--- config.mk ---
export PLATFORM = sky130hd
export DESIGN_NAME = stack_sequencer_flat
export DESIGN_NICKNAME = d
export VERILOG_FILES = /design/src/rtl/stack_sequencer_pkg.sv /design/src/rtl/stack_sequencer_if.sv /design/src/rtl/stack_sequencer.sv /design/src/flat_wrapper.sv
export SDC_FILE = /design/constraint.sdc
export NUM_CORES = 1
export LEC_CHECK = 0
export ABC_CLOCK_PERIOD_IN_PS = 5600
export BUFFER_PORTS_ARGS = -buffer_cell sky130_fd_sc_hd__buf_4
export CAP_MARGIN = 20
export CORE_ASPECT_RATIO = 0.8
export CORE_UTILIZATION = 49
export DETAILED_ROUTE_END_ITERATION = 10
export GPL_TIMING_DRIVEN = 0
export PLACE_DENSITY = 0.82
export SYNTH_ARGS = -nofsm -noshare
export SYNTH_HDL_FRONTEND = slang
export SYNTH_SLANG_ARGS = --single-unit
--- constraint.sdc ---
create_clock -name clk -period 5.6 [get_ports clk]
set_clock_uncertainty 0.2 [all_clocks]
set_input_delay 0.28 -clock clk [delete_from_list [all_inputs] [get_ports clk]]
set_output_delay 0.28 -clock clk [all_outputs]
set_load 0.1 [all_outputs]
--- src/rtl/stack_sequencer_pkg.sv ---
// Shared definitions for the stack sequencer: direction encoding, flag bit
// positions, SP defaults, FSM state type and the frame address helper.
package stack_sequencer_pkg;

    localparam logic PUSH = 1'b1;
    localparam logic POP  = 1'b0;

    localparam int STK_FLG_Z  = 0;
    localparam int STK_FLG_C  = 1;
    localparam int STK_FLG_N  = 2;
    localparam int STK_FLG_V  = 3;
    localparam int STK_FLG_IF = 4;
    localparam int STK_FLG_IE = 5;

    localparam logic [7:0] SP_INIT_DEF  = 8'hFF;
    localparam logic [7:0] SP_LIMIT_DEF = 8'hC0;

    typedef enum logic {
        S_ACC0 = 1'b0,
        S_ACC1 = 1'b1
    } stk_state_t;

    // Push: PC at sp, flags at sp-1. Pop: flags at sp+1, PC at sp+2.
    function automatic logic [7:0] frame_addr(input logic [7:0] sp_val,
                                              input logic       dir,
                                              input logic       second);
        if (dir == PUSH)
            return second ? (sp_val - 8'd1) : sp_val;
        else
            return second ? (sp_val + 8'd2) : (sp_val + 8'd1);
    endfunction

endpackage

--- src/rtl/stack_sequencer_if.sv ---
// Controller/data-memory side of the stack sequencer: frame request,
// bus handshake, push payload, access address/data and popped values.
interface stack_sequencer_if;
    logic       stack_op_ongoing;
    logic       push_or_pop;
    logic       bus_grant;
    logic [7:0] pc_in;
    logic [5:0] flags_in;
    logic [7:0] mem_din;
    logic [7:0] stack_addr;
    logic [7:0] stack_wdata;
    logic       stack_op_end;
    logic [7:0] pc_pop;
    logic [5:0] flags_pop;

    modport master (
        output stack_op_ongoing, push_or_pop, bus_grant, pc_in, flags_in, mem_din,
        input  stack_addr, stack_wdata, stack_op_end, pc_pop, flags_pop
    );

    modport slave (
        input  stack_op_ongoing, push_or_pop, bus_grant, pc_in, flags_in, mem_din,
        output stack_addr, stack_wdata, stack_op_end, pc_pop, flags_pop
    );
endinterface

--- src/rtl/stack_sequencer.sv ---
// Two-access stack frame engine (PC + flags) owning SP; addresses are combinational,
// popped values registered. Each access waits for bus_grant; no internal buffering.
module stack_sequencer
    import stack_sequencer_pkg::*;
#(
    parameter logic [7:0] SP_INIT  = SP_INIT_DEF,
    parameter logic [7:0] SP_LIMIT = SP_LIMIT_DEF
) (
    input  logic                    clk,
    input  logic                    rst,
    stack_sequencer_if.slave        bus,
    input  logic                    dbg_is_brk,
    input  logic                    dbg_sp_wr,
    input  logic [7:0]              dbg_sp_din,
    output logic [7:0]              sp,
    output logic                    stack_ovf,
    output logic                    stack_unf
);

    stk_state_t state_q, state_d;
    logic       dir_q;
    logic [7:0] sp_q;
    logic       ovf_q, unf_q;
    logic [7:0] pc_pop_q;
    logic [5:0] flags_pop_q;

    logic       cur_dir;
    logic       first_grant;
    logic       last_grant;
    logic       dbg_load;
    logic       ovf_hit;
    logic       unf_hit;

    always_ff @(posedge clk) begin
        if (rst)
            state_q <= S_ACC0;
        else
            state_q <= state_d;
    end

    always_comb begin
        state_d          = state_q;
        cur_dir          = (state_q == S_ACC1) ? dir_q : bus.push_or_pop;
        first_grant      = 1'b0;
        last_grant       = 1'b0;
        bus.stack_wdata  = 8'h00;
        bus.stack_addr   = frame_addr(sp_q, cur_dir, state_q == S_ACC1);

        case (state_q)
            S_ACC0: begin
                if (bus.stack_op_ongoing && bus.bus_grant) begin
                    first_grant = 1'b1;
                    state_d     = S_ACC1;
                end
            end
            S_ACC1: begin
                // A dropped request mid-frame abandons the frame without ending it.
                if (!bus.stack_op_ongoing) begin
                    state_d = S_ACC0;
                end else if (bus.bus_grant) begin
                    last_grant = 1'b1;
                    state_d    = S_ACC0;
                end
            end
            default: state_d = S_ACC0;
        endcase

        if (cur_dir == PUSH)
            bus.stack_wdata = (state_q == S_ACC1) ? {2'b00, bus.flags_in} : bus.pc_in;

        bus.stack_op_end = last_grant;
    end

    // Limit checks use unwrapped values so sp=00 overflows and sp=FE/FF underflows.
    assign ovf_hit  = (bus.push_or_pop == PUSH) && (sp_q <= SP_LIMIT);
    assign unf_hit  = (bus.push_or_pop == POP) && (({1'b0, sp_q} + 9'd2) > {1'b0, SP_INIT});
    assign dbg_load = dbg_is_brk && dbg_sp_wr && (state_q == S_ACC0);

    always_ff @(posedge clk) begin
        if (rst) begin
            dir_q       <= POP;
            sp_q        <= SP_INIT;
            ovf_q       <= 1'b0;
            unf_q       <= 1'b0;
            pc_pop_q    <= 8'h00;
            flags_pop_q <= 6'h00;
        end else begin
            if (first_grant) begin
                dir_q <= bus.push_or_pop;
                if (bus.push_or_pop == POP)
                    flags_pop_q <= bus.mem_din[5:0];
            end
            if (last_grant) begin
                if (dir_q == POP) begin
                    pc_pop_q <= bus.mem_din;
                    sp_q     <= sp_q + 8'd2;
                end else begin
                    sp_q     <= sp_q - 8'd2;
                end
            end
            if (dbg_load) begin
                sp_q  <= dbg_sp_din;
                ovf_q <= 1'b0;
                unf_q <= 1'b0;
            end else if (first_grant) begin
                ovf_q <= ovf_q | ovf_hit;
                unf_q <= unf_q | unf_hit;
            end
        end
    end

    assign bus.pc_pop    = pc_pop_q;
    assign bus.flags_pop = flags_pop_q;
    assign sp            = sp_q;
    assign stack_ovf     = ovf_q;
    assign stack_unf     = unf_q;

endmodule

--- src/flat_wrapper.sv ---
// flat-port wrapper written by rule: the top's interface ports become plain ports
module stack_sequencer_flat import stack_sequencer_pkg::*;
#(
    parameter logic [7:0] SP_INIT  = SP_INIT_DEF,
    parameter logic [7:0] SP_LIMIT = SP_LIMIT_DEF
)
  (clk, rst, dbg_is_brk, dbg_sp_wr, dbg_sp_din, sp, stack_ovf, stack_unf, bus_stack_op_ongoing, bus_push_or_pop, bus_bus_grant, bus_pc_in, bus_flags_in, bus_mem_din, bus_stack_addr, bus_stack_wdata, bus_stack_op_end, bus_pc_pop, bus_flags_pop);
  stack_sequencer_if bus_i ();
  input  logic clk;
  input  logic rst;
  input  logic dbg_is_brk;
  input  logic dbg_sp_wr;
  input  logic [7:0] dbg_sp_din;
  output logic [7:0] sp;
  output logic stack_ovf;
  output logic stack_unf;
  input wire logic [$bits(bus_i.stack_op_ongoing)-1:0] bus_stack_op_ongoing;
  input wire logic [$bits(bus_i.push_or_pop)-1:0] bus_push_or_pop;
  input wire logic [$bits(bus_i.bus_grant)-1:0] bus_bus_grant;
  input wire logic [$bits(bus_i.pc_in)-1:0] bus_pc_in;
  input wire logic [$bits(bus_i.flags_in)-1:0] bus_flags_in;
  input wire logic [$bits(bus_i.mem_din)-1:0] bus_mem_din;
  output wire logic [$bits(bus_i.stack_addr)-1:0] bus_stack_addr;
  output wire logic [$bits(bus_i.stack_wdata)-1:0] bus_stack_wdata;
  output wire logic [$bits(bus_i.stack_op_end)-1:0] bus_stack_op_end;
  output wire logic [$bits(bus_i.pc_pop)-1:0] bus_pc_pop;
  output wire logic [$bits(bus_i.flags_pop)-1:0] bus_flags_pop;
  assign bus_i.stack_op_ongoing = bus_stack_op_ongoing;
  assign bus_i.push_or_pop = bus_push_or_pop;
  assign bus_i.bus_grant = bus_bus_grant;
  assign bus_i.pc_in = bus_pc_in;
  assign bus_i.flags_in = bus_flags_in;
  assign bus_i.mem_din = bus_mem_din;
  assign bus_stack_addr = bus_i.stack_addr;
  assign bus_stack_wdata = bus_i.stack_wdata;
  assign bus_stack_op_end = bus_i.stack_op_end;
  assign bus_pc_pop = bus_i.pc_pop;
  assign bus_flags_pop = bus_i.flags_pop;
  stack_sequencer #(.SP_INIT(SP_INIT), .SP_LIMIT(SP_LIMIT)) u_core (.clk(clk), .rst(rst), .bus(bus_i), .dbg_is_brk(dbg_is_brk), .dbg_sp_wr(dbg_sp_wr), .dbg_sp_din(dbg_sp_din), .sp(sp), .stack_ovf(stack_ovf), .stack_unf(stack_unf));
endmodule
==> out/results.txt, run 1 <==
status -> finished clean
Starting Density -> 52.4%
worst-case clock buffer depth -> 2
Worst-Skew Late Latency -> 0.27 ns
via/cell ratio -> 5.77
pwr dens -> 271 mW/mm²
cell taking the most area after synthesis -> dfxtp_1
chip height -> 56.9 µm
Diodes inserted -> 0
post-synth cell types -> 59
final net count -> 358
vias in the first global route -> 1779
routability cong. -> 0.860
CTS tree -> built
crit path to -> bus_stack_addr[7]
Total Die Area -> 0.00401 mm²
R2R Setup Slk -> 3.22 ns
# clock sinks -> 26
worst r2r path cells -> 7
Peak VDD IR -> 0.230 mV
initial drt markers -> 218
htree depth -> 1
crit end category -> output pin
Post-Synthesis Cells -> 232
top post-synthesis cells by area -> dfxtp_1 (28%), mux2i_1 (7.6%), nand2_1 (6.1%), ha_1 (5.4%), nor2_1 (4.7%)
dpl ws -> 2.72 ns
share of layout cells above drive strength 1 -> 31.1%
via count -> 2042
fmax -> 310 MHz
Post-DRT Antenna Nets -> 0
Post-synth EDFFs -> 0
post-route setup slack -> 2.38 ns
Fillers -> 284
R2R Path End -> u_core.sp[5]
Least-Margin Pin Slew -> 0.569 ns
Avg Cell Area, Syn -> 7.95 µm²
TritonCTS buffer count -> 3
Lkg Pwr -> 1.14 nW
Synth Flop Type -> dfxtp_1
Max Cap Violations -> 0
Die Wd -> 70.6 µm
Post-CTS Hold Fix Bufs -> 0
CP max FO -> 10
Post-CTS Resized -> 0
I/O Pins -> 78
initial antenna violation count -> 0
GRT Total Usage -> 26.6%
wire length per cell -> 15.3 µm
Critical Path AT -> 2.74 ns
Pre-antenna DRT Iters -> 7
crit path kind -> reg -> out
Syn Nets -> 277
DRC violations left -> 0
Period minus WS final -> 3.22 ns
Slew headroom -> 61.7%
Area Growth Syn to Fin -> 37.7%
first-pass GRT wire length -> 8390 µm
Overflow after GRT -> 0
final worst-path cycle share -> 57.5%
dpl hpwl -> 4080 µm
Reg-to-Reg Start -> u_core.sp[2]
final setup TNS -> 0 ns
port bufs -> 76
clock-pin slew on the worst setup and hold paths -> 0.09 ns
Synth async-reset ratio -> 0%
final setup vio count -> 0
Synth Warn # -> 0
sequential fraction of the synthesis area -> 28.2%
final wirelength -> 5410 µm
HP Class -> in -> reg
CP required -> 5.12 ns
worst setup path start -> u_core.sp[2]
mapped cell area -> 0.00184 mm²
std cell rows -> 19
Setup crit start kind -> flop
worst hold slack -> 0.0166 ns
largest net degree at the start of global routing -> 16
root buffer cell -> clkbuf_8
core area -> 0.00352 mm²
share of the synthesized area in the top cell type -> 28.2%
unrepaired setup endpoints after global routing -> no
register bit total from synthesis -> 26
Slew Limit Fails -> 0
final-report hold violation count -> 0
# Post-CTS Setup Buffers -> 0
total power -> 0.688 mW
worst min path at each step:
stage                         start                   end  depth (start not counted)
2_1_floorplan         dbg_sp_din[0]          u_core.sp[0]                          1
3_3_place_gp   u_core.bus.pc_pop[1]  u_core.bus.pc_pop[1]                          2
3_5_place_dp   u_core.bus.pc_pop[3]  u_core.bus.pc_pop[3]                          2
4_1_cts               dbg_sp_din[0]          u_core.sp[0]                          2
5_1_grt               dbg_sp_din[0]          u_core.sp[0]                          2
6_report              dbg_sp_din[0]          u_core.sp[0]                          2
cells in the final DEF (no fill, tap or decap), types with 3 or more instances in the layout:
| cell type | n |
|---|---|
| buf_2 | 5 |
| xnor2_1 | 7 |
| nor2b_1 | 4 |
| nand3_1 | 8 |
| nor3b_1 | 3 |
| o21ai_0 | 9 |
| a21oi_1 | 15 |
| a31oi_1 | 4 |
| dfxtp_1 | 26 |
| ha_1 | 8 |
| a21o_1 | 4 |
| buf_4 | 76 |
| clkbuf_1 | 8 |
| inv_1 | 6 |
| clkbuf_8 | 5 |
| xor2_1 | 4 |
| nor2_1 | 23 |
| mux2i_1 | 14 |
| a211o_1 | 4 |
| nand2_1 | 30 |
sequential cells by signal, summed over array words and instances (netlist names):
signal                cells
u_core.bus.flags_pop      6
u_core.bus.pc_pop         8
u_core.dir_q              1
u_core.sp                 8
u_core.stack_ovf          1
u_core.stack_unf          1
u_core.state_q            1
layer usage:
metal	GRT usage [%]	wire [µm]	up-vias
met5	0	0	-
met4	3.43	38	0
met3	5.03	423	9
met1	38.1	2450	949
met2	42.7	2490	101
li1	-	-	983
final cells by class:
cell class	count	area (µm²)	area share [%]
Buffer	17	97.6	3.84
Clock buffer	3	41.3	1.63
Clock inverter	1	30.0	1.18
Inverter	7	26.3	1.03
Multi-Input combinational cell	182	1200	47.3
Sequential cell	26	520	20.5
Tap cell	42	52.6	2.07
Timing Repair Buffer	76	571	22.5
worst max-delay path: stages, from the launching register on:
cell and delay (ns):
dfxtp_1 0.49, buf_1 0.48, inv_1 0.13, ha_1 0.23, a2111o_1 0.46, o22ai_1 0.19, xor2_1 0.18, buf_4 0.31
Yosys cell counts, types with 3 or more instances:
cell type,count
nor3b_1,3
nor2b_1,4
clkbuf_1,8
buf_2,5
nand2_1,30
xor2_1,4
xnor2_1,7
a31oi_1,4
ha_1,8
dfxtp_1,26
nor2_1,23
a21oi_1,15
mux2i_1,14
a21o_1,4
o21ai_0,9
inv_1,6
nand3_1,8
a211o_1,4
where the power goes:
| group | total, mW | leakage (nW) | internal, mW | switching, mW |
|---|---|---|---|---|
| sequential | 0.203 | 0.212 | 0.192 | 0.0102 |
| clock | 0.155 | 0.0357 | 0.0956 | 0.0595 |
| combinational | 0.330 | 0.896 | 0.0901 | 0.240 |
| total | 0.688 | 1.14 | 0.378 | 0.310 |
cell families (layout without fill, tap and decap cells):
family	Yosys count	count (layout)	share of synthesized area [%]
AND/OR/NAND/NOR	94	94	26.4
AO/OA/AOI/OAI	54	54	19.8
flip-flops	26	26	28.2
buffers and inverters	24	104	6.72
multiplexers	15	15	8.21
XOR/XNOR	11	11	5.22
adder cells (fa/ha/maj)	8	8	5.43
per-stage QoR:
| stage | cells | utilization [%] | cell area, µm² |
|---|---|---|---|
| after floorplan | 232 | - | 1840 |
| after global placement | 350 | 70.1 | 2470 |
| after detailed placement | 350 | 70.1 | 2470 |
| after CTS | 354 | 72.2 | 2540 |
| after global routing | 354 | 72.2 | 2540 |
| final | 354 | 72.2 | 2540 |
No activity file was read; power rests on OpenSTA's default activity.
==> run 2: changes to the inputs <==
ABC_AREA = 1   (was default)
ABC_CLOCK_PERIOD_IN_PS = 3200   (was 5600)
CORE_UTILIZATION = 48   (was 49)
PLACE_DENSITY = 0.8   (was 0.82)
clock period = 3.2 ns   (was 5.6 ns; I/O delays follow)
==> out/results.txt, run 2 <==
status -> finished clean (unchanged)
fmax -> 371 MHz
I/O Pins -> 78 (unchanged)
mapped cell area -> 0.00189 mm² (was 0.00184 mm²)
share of the synthesized area in the top cell type -> 27.5% (was 28.2%)
commonest non-fill, non-tap cells in the layout -> buf_4 (79), nand2_1 (72), nor2_1 (46) (was buf_4 (76), nand2_1 (30), dfxtp_1 (26))
cell taking the most area after synthesis -> dfxtp_1 (unchanged)
Synth async-reset ratio -> 0% (unchanged)
post-route setup slack -> 0.505 ns (was 2.38 ns)
Diodes inserted -> 0 (unchanged)
Post-synth EDFFs -> 0 (unchanged)
share of layout cells above drive strength 1 -> 29.0% (was 31.1%)
std cell rows -> 19 (unchanged)
final wirelength -> 5570 µm (was 5410 µm)
Total Die Area -> 0.00419 mm² (was 0.00401 mm²)
largest net degree at the start of global routing -> 15 (was 16)
Placed Area -> 0.00262 mm² (was 0.00247 mm²)
Setup crit start kind -> flop (unchanged)
htree depth -> 1 (unchanged)
Synth Warn # -> 0 (unchanged)
Overflow after GRT -> 0 (unchanged)
Critical Path AT -> 2.33 ns (was 2.74 ns)
Lkg Pwr -> 1.48 nW (was 1.14 nW)
sequential fraction of the synthesis area -> 27.5% (was 28.2%)
Slew headroom -> 66.1% (was 61.7%)
HP Class -> in -> reg (unchanged)
R2R Setup Slk -> 1.01 ns (was 3.22 ns)
routability cong. -> 0.852 (was 0.860)
GRT Total Usage -> 27.9% (was 26.6%)
worst-case clock buffer depth -> 2 (unchanged)
Starting Density -> 52.6% (was 52.4%)
unrepaired setup endpoints after global routing -> no (unchanged)
initial antenna violation count -> 0 (unchanged)
CP max FO -> 12 (was 10)
Worst path slowest cell -> dfxtp_1 (unchanged)
Period minus WS final -> 2.69 ns
Least-Margin Pin Slew -> 0.503 ns (was 0.569 ns)
dpl hpwl -> 4180 µm (was 4080 µm)
Post-CTS Resized -> 0 (unchanged)
core area -> 0.00359 mm² (was 0.00352 mm²)
# clock sinks -> 26 (unchanged)
final setup vio count -> 0 (unchanged)
DRC violations left -> 0 (unchanged)
Post-CTS Hold Fix Bufs -> 17 (was 0)
wire length per cell -> 12.5 µm (was 15.3 µm)
crit end category -> output pin (unchanged)
root buffer cell -> clkbuf_8 (unchanged)
chip height -> 58.1 µm (was 56.9 µm)
# Post-CTS Setup Buffers -> 0 (unchanged)
worst stage delay on the critical path -> 0.49 ns (about the same)
cell area after layout -> 0.00285 mm² (was 0.00254 mm²)
final net count -> 439 (was 358)
port bufs -> 77 (was 76)
Slew Limit Fails -> 0 (unchanged)
Worst path top cell family by delay -> buffers and inverters (unchanged)
most common cell after layout, fill and taps aside -> buf_4 (unchanged)
clock-pin slew on the worst setup and hold paths -> 0.08 ns (was 0.09 ns)
Area Growth Syn to Fin -> 50.6% (was 37.7%)
vias in the first global route -> 2198 (was 1779)
top cells by count, synth -> nand2_1 (72), nor2_1 (46), o21ai_0 (29), dfxtp_1 (26), inv_1 (26) (was nand2_1 (30), dfxtp_1 (26), nor2_1 (23), a21oi_1 (15), mux2i_1 (14))
Post-DRT Antenna Nets -> 0 (unchanged)
Synth Flop Type -> dfxtp_1 (unchanged)
register bit total from synthesis -> 26 (unchanged)
count leader, synth -> nand2_1 (unchanged)
top post-synthesis cells by area -> dfxtp_1 (28%), nand2_1 (14%), nor2_1 (9.1%), o21ai_0 (7.7%), ha_1 (5.3%) (was dfxtp_1 (28%), mux2i_1 (7.6%), nand2_1 (6.1%), ha_1 (5.4%), nor2_1 (4.7%))
final worst-path cycle share -> 84.2%
Post-Synthesis Cells -> 295 (was 232)
crit path kind -> reg -> out (unchanged)
first-pass GRT wire length -> 9450 µm (was 8390 µm)
Die Wd -> 72.1 µm (was 70.6 µm)
Max Cap Violations -> 0 (unchanged)
final setup TNS -> 0 ns (unchanged)
final-report hold violation count -> 0 (unchanged)
via count -> 2280 (was 2042)
post-synth cell types -> 37 (was 59)
TritonCTS buffer count -> 3 (unchanged)
CTS tree -> built (unchanged)
Peak VDD IR -> 0.453 mV (was 0.230 mV)
initial drt markers -> 162 (was 218)
dpl ws -> 0.813 ns (was 2.72 ns)
Pre-antenna DRT Iters -> 5 (was 7)
pwr dens -> 433 mW/mm² (was 271 mW/mm²)
crit-path cells -> inv_1, ha_1, nand2_1, nand3_1, o22ai_1, xor2_4, buf_4 (was buf_1, inv_1, ha_1, a2111o_1, o22ai_1, xor2_1, buf_4)
via/cell ratio -> 5.12 (was 5.77)
total power -> 1.23 mW (was 0.688 mW)
Syn Nets -> 340 (was 277)
CP required -> 2.84 ns (was 5.12 ns)
CP bufs+invs -> 2 (was 3)
Avg Cell Area, Syn -> 6.40 µm² (was 7.95 µm²)
Worst-Skew Late Latency -> 0.26 ns (was 0.27 ns)
==> run 2: cell count changes in the layout (fill, tap and decap cells not counted), moves of 5 or more <==
cell | before | now
clkbuf_1 | 8 | 2
dlygate4sd3_1 | 0 | 17
inv_1 | 6 | 26
inv_2 | 1 | 8
mux2i_1 | 14 | 0
nand2_1 | 30 | 72
nand3_1 | 8 | 15
nor2_1 | 23 | 46
nor2_4 | 0 | 5
o21ai_0 | 9 | 28
xnor2_1 | 7 | 2
==> run 2: worst paths after layout <==
check / cells after the start / to / startpoint
setup / recovery: 7 / bus_stack_addr[7] / u_core.sp[1]
hold / removal: 4 / u_core.stack_unf / bus_push_or_pop
setup reg to reg: 11 / u_core.stack_unf / u_core.sp[1]
hold reg to reg: 2 / u_core.stack_unf / u_core.stack_unf
==> run 2: through the flow <==
stage          instances  utilization [%]  hold slack (ns)
2_1_floorplan        295                -           0.0291
3_3_place_gp         424             73.0            0.152
3_5_place_dp         424             73.0            0.170
4_1_cts              445             79.3           0.0394
5_1_grt              445             79.3           0.0442
6_report             445             79.3           0.0387
==> run 2: tightest hold or removal path: stages <==
cell and delay [ns]:
buf_4 0.11, nor2_4 0.06, nand2_1 0.08, a21oi_2 0.05
==> run 2: metal layers <==
| layer | vias to the layer above | routed length [µm] | track usage, % |
|---|---|---|---|
| li1 | 1143 | - | - |
| met1 | 1022 | 2630 | 37.6 |
| met2 | 108 | 2550 | 48.6 |
| met3 | 7 | 340 | 5.22 |
| met4 | 0 | 44 | 1.96 |
| met5 | - | 0 | 0 |
==> run 2: report_power, final <==
group / internal (mW) / total (mW) / switching (mW)
clock network: 0.110 / 0.206 / 0.0958
registers: 0.340 / 0.361 / 0.0215
logic: 0.181 / 0.665 / 0.484
total: 0.630 / 1.23 / 0.602
==> run 2: kinds of logic (layout without fill, tap and decap cells) <==
logic type               Yosys count  in the layout  synth area share, %
buffers and inverters             45            143                 10.3
AND/OR/NAND/NOR                  149            149                 35.3
adder cells (fa/ha/maj)            8              8                 5.30
flip-flops                        26             26                 27.5
XOR/XNOR                           8              8                 3.71
AO/OA/AOI/OAI                     59             59                 17.8
==> run 2: cell type report <==
class | count | area, µm²
Fill cell | 290 | 744
Buffer | 8 | 53.8
Sequential cell | 26 | 520
Timing Repair Buffer | 94 | 748
Inverter | 37 | 141
Tap cell | 52 | 65.1
Multi-Input combinational cell | 224 | 1260
Clock buffer | 4 | 55.1
